<file path="config.mk">
export PLATFORM = sky130hd
export DESIGN_NAME = spi_mmio_master
export DESIGN_NICKNAME = d
export VERILOG_FILES = /design/src/rtl/spi_mmio_pkg.sv /design/src/rtl/sync_fifo.sv /design/src/rtl/spi_mmio_master.sv
export SDC_FILE = /design/constraint.sdc
export NUM_CORES = 1
export LEC_CHECK = 0
export CORE_MARGIN = 2
export CORE_UTILIZATION = 41
export DETAILED_ROUTE_END_ITERATION = 8
export HOLD_SLACK_MARGIN = 0.08
export PLACE_DENSITY_LB_ADDON = 0.08
export RECOVER_POWER = 50
export SYNTH_ARGS = -nofsm -noshare
export SYNTH_HDL_FRONTEND = slang
export SYNTH_SLANG_ARGS = --single-unit
</file>
<file path="constraint.sdc">
create_clock -name clk -period 3.45 [get_ports clk]
set_input_delay 0.69 -clock clk [delete_from_list [all_inputs] [get_ports clk]]
set_output_delay 0.69 -clock clk [all_outputs]
set_load 0.01 [all_outputs]
</file>
<file path="src/rtl/spi_mmio_pkg.sv">
// Shared register offsets and shift-engine states for the MMIO SPI master.
package spi_mmio_pkg;

    localparam logic [11:0] OFS_SCKDIV = 12'h000;
    localparam logic [11:0] OFS_CSCTL  = 12'h018;
    localparam logic [11:0] OFS_TXDATA = 12'h048;
    localparam logic [11:0] OFS_RXDATA = 12'h04c;

    typedef enum logic [1:0] {
        ST_IDLE,
        ST_LOW,
        ST_HIGH
    } spi_state_e;

endpackage

</file>
<file path="src/rtl/sync_fifo.sv">
// Synchronous FIFO with first-word-fall-through output; pushes when full and pops when empty are ignored.
module sync_fifo #(
    parameter int unsigned WIDTH   = 8,
    parameter int unsigned LGDEPTH = 3
) (
    input  logic               clk,
    input  logic               reset,
    input  logic               push,
    input  logic               pop,
    input  logic [WIDTH-1:0]   din,
    output logic [WIDTH-1:0]   dout,
    output logic               full,
    output logic               empty,
    output logic [LGDEPTH:0]   count
);

    localparam int unsigned DEPTH = 1 << LGDEPTH;

    logic [WIDTH-1:0]   mem_q [DEPTH];
    logic [LGDEPTH-1:0] wptr_q, rptr_q;
    logic [LGDEPTH:0]   cnt_q;
    logic               do_push, do_pop;

    assign full    = (cnt_q == (LGDEPTH + 1)'(DEPTH));
    assign empty   = (cnt_q == '0);
    assign count   = cnt_q;
    assign dout    = mem_q[rptr_q];
    assign do_push = push && !full;
    assign do_pop  = pop && !empty;

    always_ff @(posedge clk) begin
        if (reset) begin
            wptr_q <= '0;
            rptr_q <= '0;
            cnt_q  <= '0;
        end else begin
            if (do_push) wptr_q <= wptr_q + 1'b1;
            if (do_pop)  rptr_q <= rptr_q + 1'b1;
            cnt_q <= cnt_q + {{LGDEPTH{1'b0}}, do_push} - {{LGDEPTH{1'b0}}, do_pop};
        end
    end

    always_ff @(posedge clk) begin
        if (do_push) mem_q[wptr_q] <= din;
    end

endmodule

</file>
<file path="src/rtl/spi_mmio_master.sv">
// Memory-mapped SPI master (mode 0, MSB first) with TX/RX FIFOs, SCK divider and software chip select.
module spi_mmio_master
    import spi_mmio_pkg::*;
#(
    parameter logic [31:0] BASE       = 32'h10024000,
    parameter int unsigned LGDEPTH    = 3,
    parameter logic [11:0] SCKDIV_RST = 12'd1
) (
    input  logic        clk,
    input  logic        reset,
    input  logic        rq_en,
    input  logic [31:0] rq_addr,
    input  logic        rq_iswrite,
    input  logic [31:0] rq_data,
    output logic        rs_en,
    output logic [31:0] rs_data,
    output logic        spi_clk,
    output logic        spi_mosi,
    input  logic        spi_miso,
    output logic        spi_csn
);

    logic        hit, wr, rd;
    logic [11:0] ofs;
    logic        rs_en_q;
    logic [31:0] rs_data_q, rdata;
    logic [11:0] sckdiv_q;
    logic        csn_q, ovf_q;

    logic        tx_push, tx_pop, tx_full, tx_empty;
    logic        rx_push, rx_pop, rx_full, rx_empty;
    logic [7:0]  tx_dout, rx_dout;
    logic [LGDEPTH:0] tx_cnt, rx_cnt;

    spi_state_e  state_q, state_d;
    logic [11:0] divcnt_q, divcnt_d;
    logic [2:0]  bitcnt_q, bitcnt_d;
    logic [7:0]  shreg_q, shreg_d;
    logic [7:0]  rxsh_q, rxsh_d;
    logic        sck_q, sck_d;
    logic        load;

    logic unused_bits;
    assign unused_bits = ^{rq_data[31:12], tx_cnt, rx_cnt};

    assign hit = rq_en && (rq_addr[31:12] == BASE[31:12]);
    assign ofs = rq_addr[11:0];
    assign wr  = hit && rq_iswrite;
    assign rd  = hit && !rq_iswrite;

    assign tx_push = wr && (ofs == OFS_TXDATA);
    assign rx_pop  = rd && (ofs == OFS_RXDATA);

    assign rs_en    = rs_en_q;
    assign rs_data  = rs_data_q;
    assign spi_clk  = sck_q;
    assign spi_mosi = shreg_q[7];
    assign spi_csn  = csn_q;

    sync_fifo #(.WIDTH(8), .LGDEPTH(LGDEPTH)) u_tx_fifo (
        .clk(clk), .reset(reset), .push(tx_push), .pop(tx_pop), .din(rq_data[7:0]),
        .dout(tx_dout), .full(tx_full), .empty(tx_empty), .count(tx_cnt)
    );

    sync_fifo #(.WIDTH(8), .LGDEPTH(LGDEPTH)) u_rx_fifo (
        .clk(clk), .reset(reset), .push(rx_push), .pop(rx_pop), .din(rxsh_q),
        .dout(rx_dout), .full(rx_full), .empty(rx_empty), .count(rx_cnt)
    );

    always_comb begin
        rdata = '0;
        case (ofs)
            OFS_SCKDIV: rdata = {20'b0, sckdiv_q};
            OFS_CSCTL:  rdata = {30'b0, !csn_q, 1'b0};
            OFS_TXDATA: rdata = {tx_full, 31'b0};
            OFS_RXDATA: rdata = rx_empty ? {1'b1, ovf_q, 30'b0} : {1'b0, ovf_q, 22'b0, rx_dout};
            default:    rdata = '0;
        endcase
    end

    always_ff @(posedge clk) begin
        if (reset) begin
            rs_en_q   <= 1'b0;
            rs_data_q <= '0;
            sckdiv_q  <= SCKDIV_RST;
            csn_q     <= 1'b1;
            ovf_q     <= 1'b0;
        end else begin
            rs_en_q   <= hit;
            rs_data_q <= rd ? rdata : '0;
            if (wr && ofs == OFS_SCKDIV) sckdiv_q <= rq_data[11:0];
            if (wr && ofs == OFS_CSCTL)  csn_q    <= !rq_data[1];
            if (rx_push && rx_full)      ovf_q    <= 1'b1;
        end
    end

    // MOSI is shreg[7]; the last byte's LSB stays on the line while idle.
    always_comb begin
        state_d  = state_q;
        divcnt_d = divcnt_q;
        bitcnt_d = bitcnt_q;
        shreg_d  = shreg_q;
        rxsh_d   = rxsh_q;
        sck_d    = sck_q;
        tx_pop   = 1'b0;
        rx_push  = 1'b0;
        load     = 1'b0;
        case (state_q)
            ST_IDLE: load = !tx_empty;
            ST_LOW: begin
                if (divcnt_q != '0) begin
                    divcnt_d = divcnt_q - 12'd1;
                end else begin
                    sck_d    = 1'b1;
                    rxsh_d   = {rxsh_q[6:0], spi_miso};
                    divcnt_d = sckdiv_q;
                    state_d  = ST_HIGH;
                end
            end
            ST_HIGH: begin
                if (divcnt_q != '0) begin
                    divcnt_d = divcnt_q - 12'd1;
                end else begin
                    sck_d = 1'b0;
                    if (bitcnt_q != '0) begin
                        shreg_d  = {shreg_q[6:0], 1'b0};
                        bitcnt_d = bitcnt_q - 3'd1;
                        divcnt_d = sckdiv_q;
                        state_d  = ST_LOW;
                    end else begin
                        rx_push = 1'b1;
                        load    = !tx_empty;
                        state_d = ST_IDLE;
                    end
                end
            end
            default: state_d = ST_IDLE;
        endcase
        // Back-to-back bytes reload straight from HIGH without passing through IDLE.
        if (load) begin
            tx_pop   = 1'b1;
            shreg_d  = tx_dout;
            bitcnt_d = 3'd7;
            divcnt_d = sckdiv_q;
            state_d  = ST_LOW;
        end
    end

    always_ff @(posedge clk) begin
        if (reset) begin
            state_q  <= ST_IDLE;
            divcnt_q <= '0;
            bitcnt_q <= '0;
            shreg_q  <= '0;
            rxsh_q   <= '0;
            sck_q    <= 1'b0;
        end else begin
            state_q  <= state_d;
            divcnt_q <= divcnt_d;
            bitcnt_q <= bitcnt_d;
            shreg_q  <= shreg_d;
            rxsh_q   <= rxsh_d;
            sck_q    <= sck_d;
        end
    end

endmodule
</file>
==> results of run 1 <==
-- synthesized netlist by cell type, drive strengths merged (3+ instances only) --
cell,n
nor3b,3
nor3,18
ha,19
nand2b,10
a21o,9
edfxtp,128
buf,27
inv,26
nand4,6
nor4b,4
and3,9
o21a,4
nor2,68
mux2,16
nand2,17
or3,7
mux2i,11
dfxtp,89
a211o,3
or4,5
o21ai,33
mux4,32
nor2b,6
xnor2,5
a31oi,3
a21oi,40
a22oi,10
o211ai,3
clkbuf,24
nand3,21
a222oi,7
nor4,8
a2bb2oi,3
-- state kept, by name, summed over array words and instances (netlist names), 4 cells and up, named ones only --
signal / flops
sckdiv_q: 12
u_rx_fifo.count: 4
rs_data: 14
rxsh_q: 8
u_tx_fifo.count: 4
divcnt_q: 12
u_tx_fifo.mem_q: 64
shreg_q: 8
u_rx_fifo.mem_q: 64
-- kinds of logic (layout without fill, tap and decap cells) --
logic type,after synthesis,after routing
xor gates and xnor gates,7,7
DFF,217,217
buffers and inverters,79,182
and+or+nand+nor,190,190
other,1,18
adders and majority gates,21,21
AOI/OAI and AO/OA,132,132
muxes,59,59
-- metal layers --
metal,vias up,global-route usage
li1,2839,-
met1,2889,0.2375
met2,177,0.3066
met3,31,0.03072
met4,0,0.05029
met5,-,0
-- power breakdown --
group | leakage (nW) | internal (mW) | switching (mW)
sequential | 1.89 | 2.92 | 0.174
clock | 0.361 | 1.39 | 1.00
combinational | 1.59 | 0.901 | 1.28
total | 3.84 | 5.21 | 2.46
-- worst max path at each step --
| stage | startpoint | end | slack [ns] | depth (start not counted) |
|---|---|---|---|---|
| after global routing | rq_addr[9] | u_tx_fifo.count[2] | 0.10 | 12 |
| after CTS | rq_addr[9] | u_tx_fifo.count[2] | 0.23 | 12 |
| after global placement | rq_addr[9] | u_rx_fifo.count[2] | -0.31 | 11 |
| after detailed placement | rq_addr[9] | u_tx_fifo.count[2] | -0.31 | 12 |
| after floorplan | rq_addr[9] | u_tx_fifo.mem_q[4][0] | -0.07 | 6 |
| final | rq_addr[9] | u_tx_fifo.count[2] | 0.24 | 12 |
-- area by class of cell --
cell class | count | share of cell area
Tap cell | 280 | 0.03158
Clock buffer | 35 | 0.05876
Inverter | 26 | 0.008797
Timing Repair Buffer | 112 | 0.08932
Sequential cell | 217 | 0.5070
Multi-Input combinational cell | 427 | 0.2969
Clock inverter | 9 | 0.007556
-- worst max-delay path, cell delays in order --
cell and delay [ns]:
clkdlybuf4s50_1 0.40, or4_4 0.53, or4_4 0.53, buf_4 0.18
nor3_2 0.21, nand2_1 0.12, inv_1 0.13, ha_1 0.18
inv_1 0.05, fa_1 0.37, xor2_1 0.15, nor2_1 0.05
-- metrics by stage --
stage | utilization | cell area [um2]
2_1_floorplan | - | 9308
3_3_place_gp | 0.4728 | 10380
3_5_place_dp | 0.4728 | 10380
4_1_cts | 0.5063 | 11120
5_1_grt | 0.5052 | 11090
6_report | 0.5052 | 11090
==> run_results.csv, run 1 <==
group,metric,value,unit
run_status,status,"complete, no violations",
synthesis,syn_area,9238,um2
route,first_pass_iters,6,
sta,fin_hold_ws,0.4514,ns
route,post-route-drc-count,0,
critical_path,r2r_slack,0.38,ns
cts,hold_buffers,0,
finish,drive_gt1_frac,0.1695,
global_route,grt_pass1_wl,33.02,mm
synthesis,synth_top_family_by_area,"multiplexers",
cts,cts.sinks,217,
cts,cts-buffers-inserted,24,
route,finalWirelength,21.03,mm
global_route,gr-total-overflow,0,
synthesis,synth_area_leader_cell,"edfxtp_1",
pwr,leakage,3.840,nW
cts,clk_latency,0.52,ns
sta,final.setup.tns,0,ns
sta,layout_setup_ws,0.2396,ns
route,met3WireLength,1.101,mm
cts,root_buffer,"clkbuf_16",
sta,fin_crit_sh,0.9305,
critical_path,criticalPathCategory,"primary input to register",
floorplan,dieArea,23750,um2
synthesis,synth_area_per_cell,13.08,um2
sta,tightest_slew,1.278,ns
sta,setup-violations-final,0,
placed_design,port_buffers,66,
synthesis,synthSimpleGateAreaFrac,0.1084,
synthesis,synth.area.top_cells,"edfxtp_1, dfxtp_1, mux4_2, nor2_1, ha_1",
route,met2_length,10.26,mm
sta,skew,0.01676,ns
synthesis,synth_top_area_frac,0.4161,
floorplan,die-width,154.1,um
global_route,grt_use_total,0.1797,
finish,final_cells,1106,
placed_design,place_congestion,0.8398,
synthesis,ys.flop_type,"edfxtp_1",
cts,cts_setup_buffers,0,
placed_design,hpwl,14.64,mm
finish,multi_input_area,3294,um2
cts,ctsResizeCount,0,
sta,rsz0062_at_grt,"no",
pwr,power.density,691.2,nW/um2
sta,slew_viol_final,0,
synthesis,ys_async_sr_fraction,0,
global_route,antenna_found_initial,0,
critical_path,worstPathArrival,3.61,ns
sta,slew_headroom,0.1412,
route,vias,5936,
synthesis,syn-instance-count,706,
critical_path,endpoint_kind,"register",
finish,final.fill_count,1899,
critical_path,startpoint_type,"primary input",
synthesis,synth-adder-area-share,0.03007,
floorplan,core_area,21960,um2
synthesis,synth.distinct_cells,65,
route,drtIter0Drc,279,
cts,clk_pin_slew,0.06,ns
cts,cts_buffer_depth,3,
critical_path,r2r-start,"divcnt_q[2]",
cts,cts_tree,"built",
route,routed.top_layer,"met4",
finish,final_common_cell,"edfxtp_1",
min_path,min_from,"ovf_q",
route,wl_per_cell,19.01,um
sta,hold_viol_final,0,
synthesis,synth_compound_area_frac,0.09359,
floorplan,ioPinCount,105,
finish,seq_area,5625,um2
min_path,hold_path_depth,2,
synthesis,muxShareOfSynthArea,0.1094,
critical_path,required,3.85,ns
min_path,hold_end,"rs_data[30]",
placed_design,dp_slack,-0.3051,ns
run,cap_violations,0,
finish,num-nets-final,898,
floorplan,num_rows,54,
critical_path,reg2reg_depth,7,
synthesis,yosysWarnings,0,
sta,finalCriticalPeriod,3.210,ns
floorplan,start_util,0.4207,
min_path,hold_class,"register to register",
critical_path,crit_path_max_fanout,6,
synthesis,synthXorXnorAreaFrac,0.006637,
finish,layout-area-overhead-vs-synth,20.10,%
synthesis,synth_seq_cells,217,
global_route,grt_max_degree,41,
pwr,p_total,7.669,mW
synthesis,synth_edf_count,128,
finish,num_antenna_cells,0,
placed_design,dp_cells,1062,
route,vias_per_cell,5.367,
floorplan,die_h,154.1,um
sta,fmaxAchievable,0.3115,GHz
pwr,ir_worst_vdd,0.3126,mV
critical_path,r2r_end,"rxsh_q[3]",
synthesis,yosysSeqAreaShare,0.6090,
cts,htreeDepth,1,
finish,final_cell_mix,"edfxtp_1, dfxtp_1, nor2_1, a21oi_1, buf_4",
global_route,grt_pass1_vias,6005,
route,routedLengthMet1,9.283,mm
route,postRouteAntennaNets,0,
Note: power is estimated with default switching activity, not from simulation.
==> run 2: changes to the inputs <==
ABC_CLOCK_PERIOD_IN_PS = 3450   (was not set)
==> results of run 2 <==
The final DEF is identical to that of run 1; final timing and power are the same.
==> run 3: changes to the inputs <==
ABC_CLOCK_PERIOD_IN_PS = 3470   (was 3450)
clock period = 3.47 ns   (was 3.45 ns; I/O delays follow)
==> run 3 against run 2 <==
Final cell count shrank 0.36%. Sequential share of layout area is essentially flat. Worst hold slack lost 0.00094 ns. Core utilization barely moved. Via count fell by 0.74%. Combinational power shrank 2%. Count of clock-buffer cells in the layout decreased by 5. Register-to-register slack hardly changed.
==> run_results.csv, run 3 (synthesized netlist as in run 1, its figures left out) <==
group,metric,value,unit
floorplan,dieArea,23750,um2
sta,fmaxAchievable,0.3096,GHz
critical_path,reg2reg_depth,8,
route,postRouteAntennaNets,0,
route,vias,5892,
min_path,hold_end,"rs_data[30]",
critical_path,endpoint_kind,"register",
critical_path,r2r_end,"u_rx_fifo.count[2]",
run,cap_violations,0,
floorplan,die_h,154.1,um
critical_path,worstPathArrival,3.61,ns
floorplan,core_area,21960,um2
min_path,hold_path_depth,2,
sta,fin_crit_sh,0.9309,
cts,cts_buffer_depth,3,
global_route,gr-total-overflow,0,
critical_path,criticalPathCategory,"primary input to register",
critical_path,startpoint_type,"primary input",
floorplan,num_rows,54,
pwr,ir_worst_vdd,0.3141,mV
placed_design,port_buffers,66,
sta,slew_viol_final,0,
finish,final.fill_count,1889,
pwr,power.density,692.5,nW/um2
cts,ctsResizeCount,0,
placed_design,hpwl,14.36,mm
placed_design,dp_slack,-0.3402,ns
finish,final_cell_mix,"edfxtp_1, dfxtp_1, nor2_1, a21oi_1, clkdlybuf4s50_1",
cts,clk_pin_slew,0.06,ns
sta,tightest_slew,1.260,ns
cts,cts_tree,"built",
pwr,leakage,3.843,nW
cts,cts-buffers-inserted,23,
route,wl_per_cell,18.98,um
sta,hold_viol_final,0,
cts,hold_buffers,0,
route,drtIter0Drc,376,
pwr,p_total,7.681,mW
floorplan,start_util,0.4207,
cts,htreeDepth,1,
global_route,antenna_found_initial,0,
critical_path,cpPeakStageDelay,0.53,ns
sta,skew,0.01830,ns
global_route,met2_usage,0.3017,
sta,setup-violations-final,0,
cts,cts.sinks,217,
cts,root_buffer,"clkbuf_16",
critical_path,path_cells,"clkdlybuf4s50_1, or4_4, or4_4, buf_4, nor3_2, nand2_1, inv_1, ha_1, inv_1, fa_1, xor2_1, nor2_1",
run_status,status,"complete, no violations",
route,vias_per_cell,5.347,
placed_design,place_congestion,0.8393,
critical_path,crit_slowest_cell,"or4_4",
sta,finalCriticalPeriod,3.230,ns
cts,clk_latency,0.52,ns
route,first_pass_iters,5,
route,post-route-drc-count,0,
finish,num_antenna_cells,0,
sta,layout_setup_ws,0.2397,ns
critical_path,r2r_slack,0.39,ns
global_route,grt_pass1_vias,6022,
cts,cts_setup_buffers,0,
finish,num-nets-final,895,
finish,layout-area-overhead-vs-synth,20.07,%
global_route,top_usage_layer,"met2",
global_route,grtUsageMet3,0.02903,
critical_path,r2r-start,"divcnt_q[2]",
global_route,grt_use_total,0.1776,
critical_path,crit_path_max_fanout,6,
floorplan,ioPinCount,105,
min_path,min_from,"ovf_q",
finish,final_common_cell,"edfxtp_1",
route,finalWirelength,20.91,mm
sta,rsz0062_at_grt,"no",
critical_path,required,3.85,ns
global_route,grt_pass1_wl,33.06,mm
global_route,grt_max_degree,48,
finish,drive_gt1_frac,0.1691,
global_route,grt_util_met1,0.2330,
min_path,hold_class,"register to register",
sta,slew_headroom,0.1537,
floorplan,die-width,154.1,um
[run 3: worst max-delay path by stage]
stage,startpoint,end
2_1_floorplan,rq_addr[9],u_tx_fifo.mem_q[4][0]
3_3_place_gp,rq_addr[9],u_rx_fifo.count[2]
3_5_place_dp,rq_addr[9],u_tx_fifo.count[2]
4_1_cts,rq_addr[9],u_tx_fifo.count[2]
5_1_grt,rq_addr[9],u_tx_fifo.count[2]
6_report,rq_addr[9],u_tx_fifo.count[2]
[run 3: stage by stage]
step,instance area (um2),std cells,hold slack (ns),setup TNS (ns),util
after floorplan,9308,723,0.4137,-0.8124,-
after global placement,10370,1060,0.4554,-4.938,0.4721
after detailed placement,10370,1060,0.4370,-8.844,0.4721
after CTS,11130,1102,0.4524,0,0.5069
after global routing,11090,1102,0.4817,0,0.5051
final,11090,1102,0.4504,0,0.5051
[run 3: area by class of cell]
cell class	instances	area, um2	area share
Clock buffer	30	641.9	0.05787
Clock inverter	12	122.6	0.01105
Inverter	26	97.59	0.008799
Multi-Input combinational cell	427	3282	0.2959
Sequential cell	217	5625	0.5072
Tap cell	280	350.3	0.03158
Timing Repair Buffer	110	972.2	0.08765
[run 3: power breakdown]
group	switching, mW	leakage (nW)	internal, mW
Sequential	0.174	1.89	2.90
Clock	1.00	0.376	1.46
Combinational	1.25	1.58	0.893
[run 3: critical path: cells and delay by family]
family | cells | cell delay (ns)
AND/OR/NAND/NOR | 5 | 1.44
buffers and inverters | 4 | 0.75
adder cells (fa/ha/maj) | 2 | 0.55
XOR/XNOR | 1 | 0.15
[run 3: layer usage]
metal	vias to the layer above	part of all wire
met5	-	0
met4	0	0.026
met3	32	0.052
met2	176	0.48
met1	2848	0.44
li1	2836	-
